==> src/rtl/can_pkg.sv <==
// Shared CAN frame definitions for the receiver and the transmitter.
package can_pkg;

    // Field widths
    localparam int unsigned ID_W   = 12;
    localparam int unsigned CTRL_W = 7;
    localparam int unsigned DATA_W = 64;
    localparam int unsigned CRC_W  = 15;

    // Whole frame, and the bits 1..98 that are assembled before the trailer
    localparam int unsigned FRAME_BITS = 109;
    localparam int unsigned ASM_W      = 98;

    // Bit index of each field within the frame
    localparam logic [6:0] BIT_SOF     = 7'd0;
    localparam logic [6:0] BIT_ID_LO   = 7'd1;
    localparam logic [6:0] BIT_CTRL_LO = 7'd13;
    localparam logic [6:0] BIT_DATA_LO = 7'd20;
    localparam logic [6:0] BIT_CRC_LO  = 7'd84;
    localparam logic [6:0] BIT_CRC_HI  = 7'd98;
    localparam logic [6:0] BIT_DELIM   = 7'd99;
    localparam logic [6:0] BIT_ACK_LO  = 7'd100;
    localparam logic [6:0] BIT_EOF_LO  = 7'd102;
    localparam logic [6:0] BIT_LAST    = 7'd108;

    localparam logic [CRC_W-1:0] CRC_VALUE = 15'h2001;

    // Abort causes
    localparam logic [1:0] ERR_NONE = 2'b00;
    localparam logic [1:0] ERR_CRC  = 2'b01;
    localparam logic [1:0] ERR_FORM = 2'b10;

    typedef enum logic [2:0] {
        ST_IDLE,
        ST_SOF_CHK,
        ST_RECV,
        ST_TRAIL,
        ST_DONE,
        ST_ERR,
        ST_WAIT_IDLE
    } rx_state_t;

    // Trailer bits that must be recessive: the CRC delimiter and the EOF field
    function automatic logic trail_bit_must_be_one(input logic [6:0] k);
        return (k == BIT_DELIM) || (k >= BIT_EOF_LO);
    endfunction

endpackage

==> src/rtl/can_bit_sampler.sv <==
// Bit-time counter: one-cycle strobe H cycles after restart, then every CLKS_PER_BIT cycles.
module can_bit_sampler
    import can_pkg::*;
#(
    parameter int unsigned CLKS_PER_BIT = 1
) (
    input  logic clock,
    input  logic reset,
    input  logic restart,
    output logic strobe
);

    localparam int unsigned H        = (CLKS_PER_BIT - 1) / 2;
    localparam logic [7:0]  LAST_CNT = 8'(CLKS_PER_BIT - 1);
    // Loaded on the restart cycle so that LAST_CNT is reached at offset H;
    // when H is 0 the first strobe lands one full bit time later.
    localparam logic [7:0]  LOAD_CNT = 8'((CLKS_PER_BIT - H) % CLKS_PER_BIT);

    logic [7:0] cnt;

    assign strobe = (cnt == LAST_CNT);

    // Free-running modulo-CLKS_PER_BIT counter, realigned on restart
    always_ff @(posedge clock) begin
        if (reset) begin
            cnt <= '0;
        end else if (restart) begin
            cnt <= LOAD_CNT;
        end else if (cnt == LAST_CNT) begin
            cnt <= '0;
        end else begin
            cnt <= cnt + 8'd1;
        end
    end

endmodule

==> src/rtl/can_rx.sv <==
// CAN frame receiver: SOF detect, fixed 109-bit deserialiser, CRC/form checks.
module can_rx
    import can_pkg::*;
#(
    parameter int unsigned       CLKS_PER_BIT = 1,
    parameter logic [CRC_W-1:0]  CRC_CHECK    = CRC_VALUE
) (
    input  logic              clock,
    input  logic              reset,
    input  logic              Can_in,
    output logic [ID_W-1:0]   rx_id,
    output logic [CTRL_W-1:0] rx_control,
    output logic [DATA_W-1:0] rx_data,
    output logic              rx_valid,
    output logic              rx_error,
    output logic [1:0]        rx_err_code,
    output logic              busy
);

    localparam int unsigned H           = (CLKS_PER_BIT - 1) / 2;
    // With H = 0 the IDLE-cycle sample is already the SOF sample
    localparam bit          SOF_IN_IDLE = (H == 0);

    rx_state_t        state;
    logic [6:0]       bit_idx;
    logic [ASM_W-1:0] shreg;
    logic [2:0]       ones_cnt;
    logic             restart;
    logic             strobe;

    assign restart = ((state == ST_IDLE) && !Can_in) || (state == ST_ERR);

    can_bit_sampler #(
        .CLKS_PER_BIT(CLKS_PER_BIT)
    ) u_sampler (
        .clock  (clock),
        .reset  (reset),
        .restart(restart),
        .strobe (strobe)
    );

    // Frame FSM with registered outputs; bits enter shreg at the MSB so that
    // after bit 98 frame bit k sits at shreg[k-1].
    always_ff @(posedge clock) begin
        if (reset) begin
            state       <= ST_IDLE;
            bit_idx     <= '0;
            shreg       <= '0;
            ones_cnt    <= '0;
            rx_id       <= '0;
            rx_control  <= '0;
            rx_data     <= '0;
            rx_valid    <= 1'b0;
            rx_error    <= 1'b0;
            rx_err_code <= ERR_NONE;
            busy        <= 1'b0;
        end else begin
            rx_valid <= 1'b0;
            rx_error <= 1'b0;
            case (state)
                ST_IDLE: begin
                    if (!Can_in) begin
                        busy    <= 1'b1;
                        bit_idx <= BIT_ID_LO;
                        state   <= SOF_IN_IDLE ? ST_RECV : ST_SOF_CHK;
                    end
                end
                ST_SOF_CHK: begin
                    if (strobe) begin
                        if (Can_in) begin
                            state <= ST_IDLE;
                            busy  <= 1'b0;
                        end else begin
                            state <= ST_RECV;
                        end
                    end
                end
                ST_RECV: begin
                    if (strobe) begin
                        shreg   <= {Can_in, shreg[ASM_W-1:1]};
                        bit_idx <= bit_idx + 7'd1;
                        if (bit_idx == BIT_CRC_HI) begin
                            if ({Can_in, shreg[ASM_W-1:ASM_W-CRC_W+1]} != CRC_CHECK) begin
                                state       <= ST_ERR;
                                rx_error    <= 1'b1;
                                rx_err_code <= ERR_CRC;
                            end else begin
                                state <= ST_TRAIL;
                            end
                        end
                    end
                end
                ST_TRAIL: begin
                    if (strobe) begin
                        bit_idx <= bit_idx + 7'd1;
                        if (!Can_in && trail_bit_must_be_one(bit_idx)) begin
                            state       <= ST_ERR;
                            rx_error    <= 1'b1;
                            rx_err_code <= ERR_FORM;
                        end else if (bit_idx == BIT_LAST) begin
                            state      <= ST_DONE;
                            rx_valid   <= 1'b1;
                            rx_id      <= shreg[ID_W-1:0];
                            rx_control <= shreg[ID_W+CTRL_W-1:ID_W];
                            rx_data    <= shreg[ID_W+CTRL_W+DATA_W-1:ID_W+CTRL_W];
                        end
                    end
                end
                ST_DONE: begin
                    state <= ST_IDLE;
                    busy  <= 1'b0;
                end
                ST_ERR: begin
                    state    <= ST_WAIT_IDLE;
                    ones_cnt <= '0;
                end
                ST_WAIT_IDLE: begin
                    if (strobe) begin
                        if (!Can_in) begin
                            ones_cnt <= '0;
                        end else if (ones_cnt == 3'd6) begin
                            state    <= ST_IDLE;
                            busy     <= 1'b0;
                            ones_cnt <= '0;
                        end else begin
                            ones_cnt <= ones_cnt + 3'd1;
                        end
                    end
                end
                default: begin
                    state <= ST_IDLE;
                    busy  <= 1'b0;
                end
            endcase
        end
    end

endmodule

==> config.mk <==
export PLATFORM = sky130hd
export DESIGN_NAME = can_rx
export DESIGN_NICKNAME = d
export VERILOG_FILES = /design/src/rtl/can_pkg.sv /design/src/rtl/can_bit_sampler.sv /design/src/rtl/can_rx.sv
export SDC_FILE = /design/constraint.sdc
export NUM_CORES = 1
export LEC_CHECK = 0
export CAP_MARGIN = 20
export CORE_MARGIN = 2
export CORE_UTILIZATION = 49
export CTS_BUF_LIST = sky130_fd_sc_hd__clkbuf_8
export DETAILED_ROUTE_END_ITERATION = 16
export PLACE_DENSITY = 0.78
export SLEW_MARGIN = 20
export SYNTH_ARGS = -nofsm -noshare
export SYNTH_HDL_FRONTEND = slang
export SYNTH_SLANG_ARGS = --single-unit
==> constraint.sdc <==
create_clock -name clock -period 2.6 [get_ports clock]
set_input_delay 0.39 -clock clock [delete_from_list [all_inputs] [get_ports clock]]
set_output_delay 0.39 -clock clock [all_outputs]
set_load 0.05 [all_outputs]
# == Word-level counts from Yosys, hierarchy flattened ==
# Index checks and enable logic that the tools add are counted.
# word_totals
reg_bits,207
latchBits,0
ram_bits,0
romBits,0
output_inout_bits,88
wordCells,104
memories,0
# classes
add_sub_neg,3
n_mul,0
n_div,0
magnitude_cmp,1
n_eq_ne,23
shift,0
muxes,40
bitwise_logic,4
reduce_logical,21
# ops
cell,n
$mux W3,14
$ne A2 B2 Y1 const B,11
$eq A7 B7 Y1 const B,3
$pmux W3 S6,1
$ne A15 B14 Y1 const B,1
$mux W7,2
$pmux W7 S2,1
$mux W1,12
$mux W2,6
$eq A3 B3 Y1 const B,3
$reduce_and A9 Y1,1
$add A8 B1 Y8 const B,1
$logic_not A8 Y1,1
$add A7 B1 Y7 const B,1
$ge A7 B7 Y1 const B,1
$reduce_and A7 Y1,1
$eq A3 B2 Y1 const B,2
$pmux W3 S2,1
$reduce_and A6 Y1,1
$reduce_bool A2 Y1,3
$reduce_or A3 Y1,2
$not A1 Y1,4
$pmux W1 S4,1
$pmux W2 S2,1
14 further kinds,17

# == Depth between registers and ports, before layout ==
# logic_depth
depth_word,6
mapped_depth,10

# == Modules after synthesis ==
# From an unflattened synthesis, not the netlist that was laid out.
# hier_totals
hier_cells,879
hier_area_um2,7711.1
# by_module_without_submodules
mod,instances,cells_each,area_each_um2,seq_area_each_um2
can_rx,1,837,7330.8,3983.8
can_bit_sampler,1,42,380.4,160.2

# == Worst setup path after synthesis ==
# Ideal clock, no wire load.
# synth_path
path_kind,register -> register
start,register bit_idx[0]
end,register rx_control[0]
t_arrival_ps,1920
required_time_ps,2472
path_slack_ps,552
path_stages_with_launch,9
cell_sequence,dfxtp_1 ha_1 nor4_4 nor3_2 a2111oi_4 buf_6 buf_12 mux2i_1 nor2_1
# synth_via
elab_chain_len,5
elab_cells_between_ends,7
# synth_lines
item,line,rtl
start: declaration,can_rx.sv:25,logic [6:0] bit_idx;
start signal: assignment,can_rx.sv:81,bit_idx <= bit_idx + 7'd1;
start signal: assignment,can_rx.sv:95,bit_idx <= bit_idx + 7'd1;
$ge A7 B7 Y1 / $eq A7 B7 Y1 (equally long branches),can_pkg.sv:45,return (k == BIT_DELIM) || (k >= BIT_EOF_LO);
$logic_or A1 B1 Y1,can_pkg.sv:45,
$logic_and A1 B1 Y1,can_rx.sv:96,if (!Can_in && trail_bit_must_be_one(bit_idx)) begin
$not A1 Y1 (no line),n/a,
$reduce_and A4 Y1 (no line) (*),n/a,
end signal: assignment,can_rx.sv:104,rx_control <= shreg[ID_W+CTRL_W-1:ID_W];
end: declaration,can_rx.sv:12,"output logic [CTRL_W-1:0] rx_control,"
# Mark *: on every way between the ends. The rest lies on a longest branch, timed or not.
# A chain may end at the register's enable or synchronous reset.

# == Worst setup path in the final report ==
# layout_path
start,register bit_idx[0]
end,register rx_data[4]
# layout_via
elab_chain_len,5
elab_cells_between_ends,7
# layout_lines
item,line,rtl
$ge A7 B7 Y1 / $eq A7 B7 Y1 (equally long branches),can_pkg.sv:45,
$logic_or A1 B1 Y1,can_pkg.sv:45,
$logic_and A1 B1 Y1,can_rx.sv:96,
$not A1 Y1 (no line),n/a,
$reduce_and A4 Y1 (no line) (*),n/a,
end signal: assignment,can_rx.sv:105,rx_data <= shreg[ID_W+CTRL_W+DATA_W-1:ID_W+CTRL_W];
end: declaration,can_rx.sv:13,"output logic [DATA_W-1:0] rx_data,"
# Marked as above.

==> metrics.md <==
| Metric | Value |
|---|---|
| Largest net degree at the start of global routing | `112` |
| Slew at the pin with the worst max-slew slack | `0.686 ns` |
| Fmax | `0.424 GHz` |
| Crit Path Class | `reg -> reg` |
| Seq/Total Area, Yosys | `0.531` |
| Rel. slew slack | `0.542` |
| Startpoint Class | `register` |
| First-pass GRT wire length | `25.5 mm` |
| GPL Wtd Cong | `0.850` |
| Core Box Area | `15700 µm²` |
| Mapped Avg Cell Area | `between 8 and 9 µm²` |
| Skew final | `0.00783 ns` |
| Final worst path period share | `0.907` |
| Chip width | `130 µm` |
| Dpl hpwl | `~9.3 mm` |
| Residual DRC | `0` |
| Ys flop type | `dfxtp_1` |
| Mapped Nets | `879` |
| Die ar. | `17000 µm²` |
| Final hold vios | `0` |
| Inserted Diodes | `0` |
| RSZ-0062 raised after global routing | `no` |
| Post-route setup slack | `about 0.24 ns` |
| Clk pin slew, worst setup/hold paths | `0.06 ns` |
| Area contributors post-synth | `dfxtp_1, mux2i_1, nand2_1, a21oi_1, nor2_1` |
| Design Power | `between 6000 and 7000 µW` |
| Routed via count | `5987` |
| CTS Sinks | `207` |
| Vias/cell | `between 5 and 6` |
| CTS tree | `built` |
| Final hold slack | `0.137 ns` |
| Worst Hold Class | `in -> reg` |
| Nets | `961` |
| CTS Buf Count | `31` |
| H-tree Lvls | `1` |
| Cts hold-fix bufs | `0` |
| Placed cell count | `1136` |
| Post-synth EDFFs | `0` |
| Clock Root Buffer | `clkbuf_8` |
| Fin crit period | `roughly 2.4 ns` |
| Initial core utilization | `0.497` |
| CP Max Fanout | `16` |
| Commonest cells in the netlist | `dfxtp_1, nand2_1, a21oi_1, nor2_1, mux2i_1` |
| Ys async rst share | `0` |
| Synth Register Bits | `207` |
| Setup violators final | `0` |
| Share of the synthesized area in the top cell type | `0.531` |
| Max cap viols | `0` |
| Top cell type by total area after synthesis | `dfxtp_1` |
| Peak supply drop | `0.472 mV` |
| CP arrival | `roughly 2.8 ns` |
| Leak pwr | `0.00310 µW` |
| Slowest cell on crit path | `a2111oi_4` |
| Vias in the first global route | `5448` |
| Clock buffer depth | `3` |
| Synth warnings | `0` |
| Power Dens Cells | `685 nW/µm²` |
| Overall Global Routing Usage | `0.178` |
| Site Rows | `between 40 and 50` |
| Postcts setup bufs | `0` |
| Share of cells above drive strength 1 | `0.0673` |
| Gate Count Post-Synth | `between 800 and 900` |
| Slew Limit Fails | `0` |
| Antenna violations before repair | `0` |
| I/O Buffers | `90` |
| Final setup TNS | `0 ns` |
| Post-CTS sizing | `0` |
| Crit-path leading delay family | `buffers and inverters` |
| Clk Latency, worst-skew pair | `0.54 ns` |
| Distinct cells, synth | `48` |
| Fin cells | `1182` |
| Status | `finished clean` |
| CP Buf/Inv Count | `2` |
| Number of DRC markers in iteration 0 | `470` |
| Die H | `130 µm` |
| First-pass detailed-route iteration total | `5` |
| Crit. End Element | `register` |
| Total gr overflow | `0` |
| Netlist Area Pre-Place | `about 7800 µm²` |
| WL/cell | `12.9 µm` |
| Syn-to-layout area delta | `20.1%` |
| Final ANT Viol Nets | `0` |
| Slowest cell delay on critical path | `0.41 ns` |
| Boundary Pins | `~90` |
| Dpl ws | `approximately 0.26 ns` |
| Critical Path RT | `about 3 ns` |
| CP Cell Sequence | `ha_1 -> nor4_4 -> nor3_2 -> a2111oi_4 -> buf_12 -> buf_4 -> mux2i_1 -> nor2_1` |
| WL final | `15.2 mm` |
-- per-layer routing --
layer | vias up | global-route usage | part of all wire
li1 | 3056 | - | -
met1 | 2766 | 0.252 | 0.49
met2 | 142 | 0.275 | 0.45
met3 | 23 | 0.0349 | 0.048
met4 | 0 | 0.0550 | 0.014
met5 | - | 0 | 0
-- kinds of logic (layout without fill, tap and decap cells) --
kind of cell | count (synthesis) | in the layout | synth area share
AO/OA/AOI/OAI | 134 | 134 | 0.0949
multiplexers | 86 | 86 | 0.110
AND/OR/NAND/NOR | 366 | 366 | 0.198
buffers and inverters | 65 | 160 | 0.0492
XOR/XNOR | 8 | 8 | 0.00897
flip-flops | 207 | 207 | 0.531
adder cells (fa/ha/maj) | 5 | 5 | 0.00801
-- where the power goes --
part	total [µW]	internal (µW)	switching (µW)	leakage, µW
logic	893	245	647	0.00113
registers	3260	3210	49.2	0.00167
clock network	2280	1170	1110	0.000303
-- path summary, 6_finish.rpt --
path | from | end | slack (ns) | depth (start not counted)
max | bit_idx[0]$_SDFFE_PP0P_ | rx_data[4]$_SDFFE_PP0P_ | 0.24 | 8
min | reset | shreg[85]$_SDFFE_PP0P_ | 0.14 | 2
max reg2reg | bit_idx[0]$_SDFFE_PP0P_ | rx_data[4]$_SDFFE_PP0P_ | 0.24 | 8
min reg2reg | shreg[79]$_SDFFE_PP0P_ | shreg[78]$_SDFFE_PP0P_ | 0.47 | 2
-- final cells by class --
type	instances	area [µm²]
timing repair buffer	107	1130
multi-input combinational	599	3290
clock inverter	12	48.8
inverter	7	26.3
tap	216	270
fill	1355	6330
sequential	207	4140
clock buffer	34	468
-- worst reg2reg max path, stage by stage, from the launching register on --
cell and delay [ns]:
dfxtp_1 0.36, ha_1 0.28, nor4_4 0.30, nor3_2 0.10, a2111oi_4 0.41, buf_12 0.18, buf_4 0.28, mux2i_1 0.25
nor2_1 0.05
-- per-stage QoR --
step,util,cell area [µm²]
2_1_floorplan,-,7810
3_3_place_gp,0.564,8860
3_5_place_dp,0.564,8860
6_report,0.597,9380
4_1_cts,0.597,9380
5_1_grt,0.597,9380
-- state kept, by name, indices dropped and copies added (netlist names) --
register,cells
rx_err_code,2
state,3
rx_control,7
shreg,98
rx_data,64
busy,1
rx_valid,1
u_sampler.cnt,8
rx_error,1
bit_idx,7
rx_id,12
ones_cnt,3
-- cell usage in the layout, fill, tap and decap left out, types with 3 or more instances in the layout --
cell and n:
a21oi_1 110, a31oi_1 4, and2_1 3, and3_1 4, buf_12 8, buf_4 9
clkbuf_8 34, clkdlybuf4s50_1 89, dfxtp_1 207, ha_1 5, inv_1 18, mux2i_1 85
nand2_1 207, nand2b_1 3, nand3_1 8, nand4_1 5, nor2_1 105, nor2b_1 5
nor3_1 7, nor4_1 3, o21ai_0 7, xnor2_1 4, xor2_1 4
Note: power is estimated with default switching activity, not from simulation.
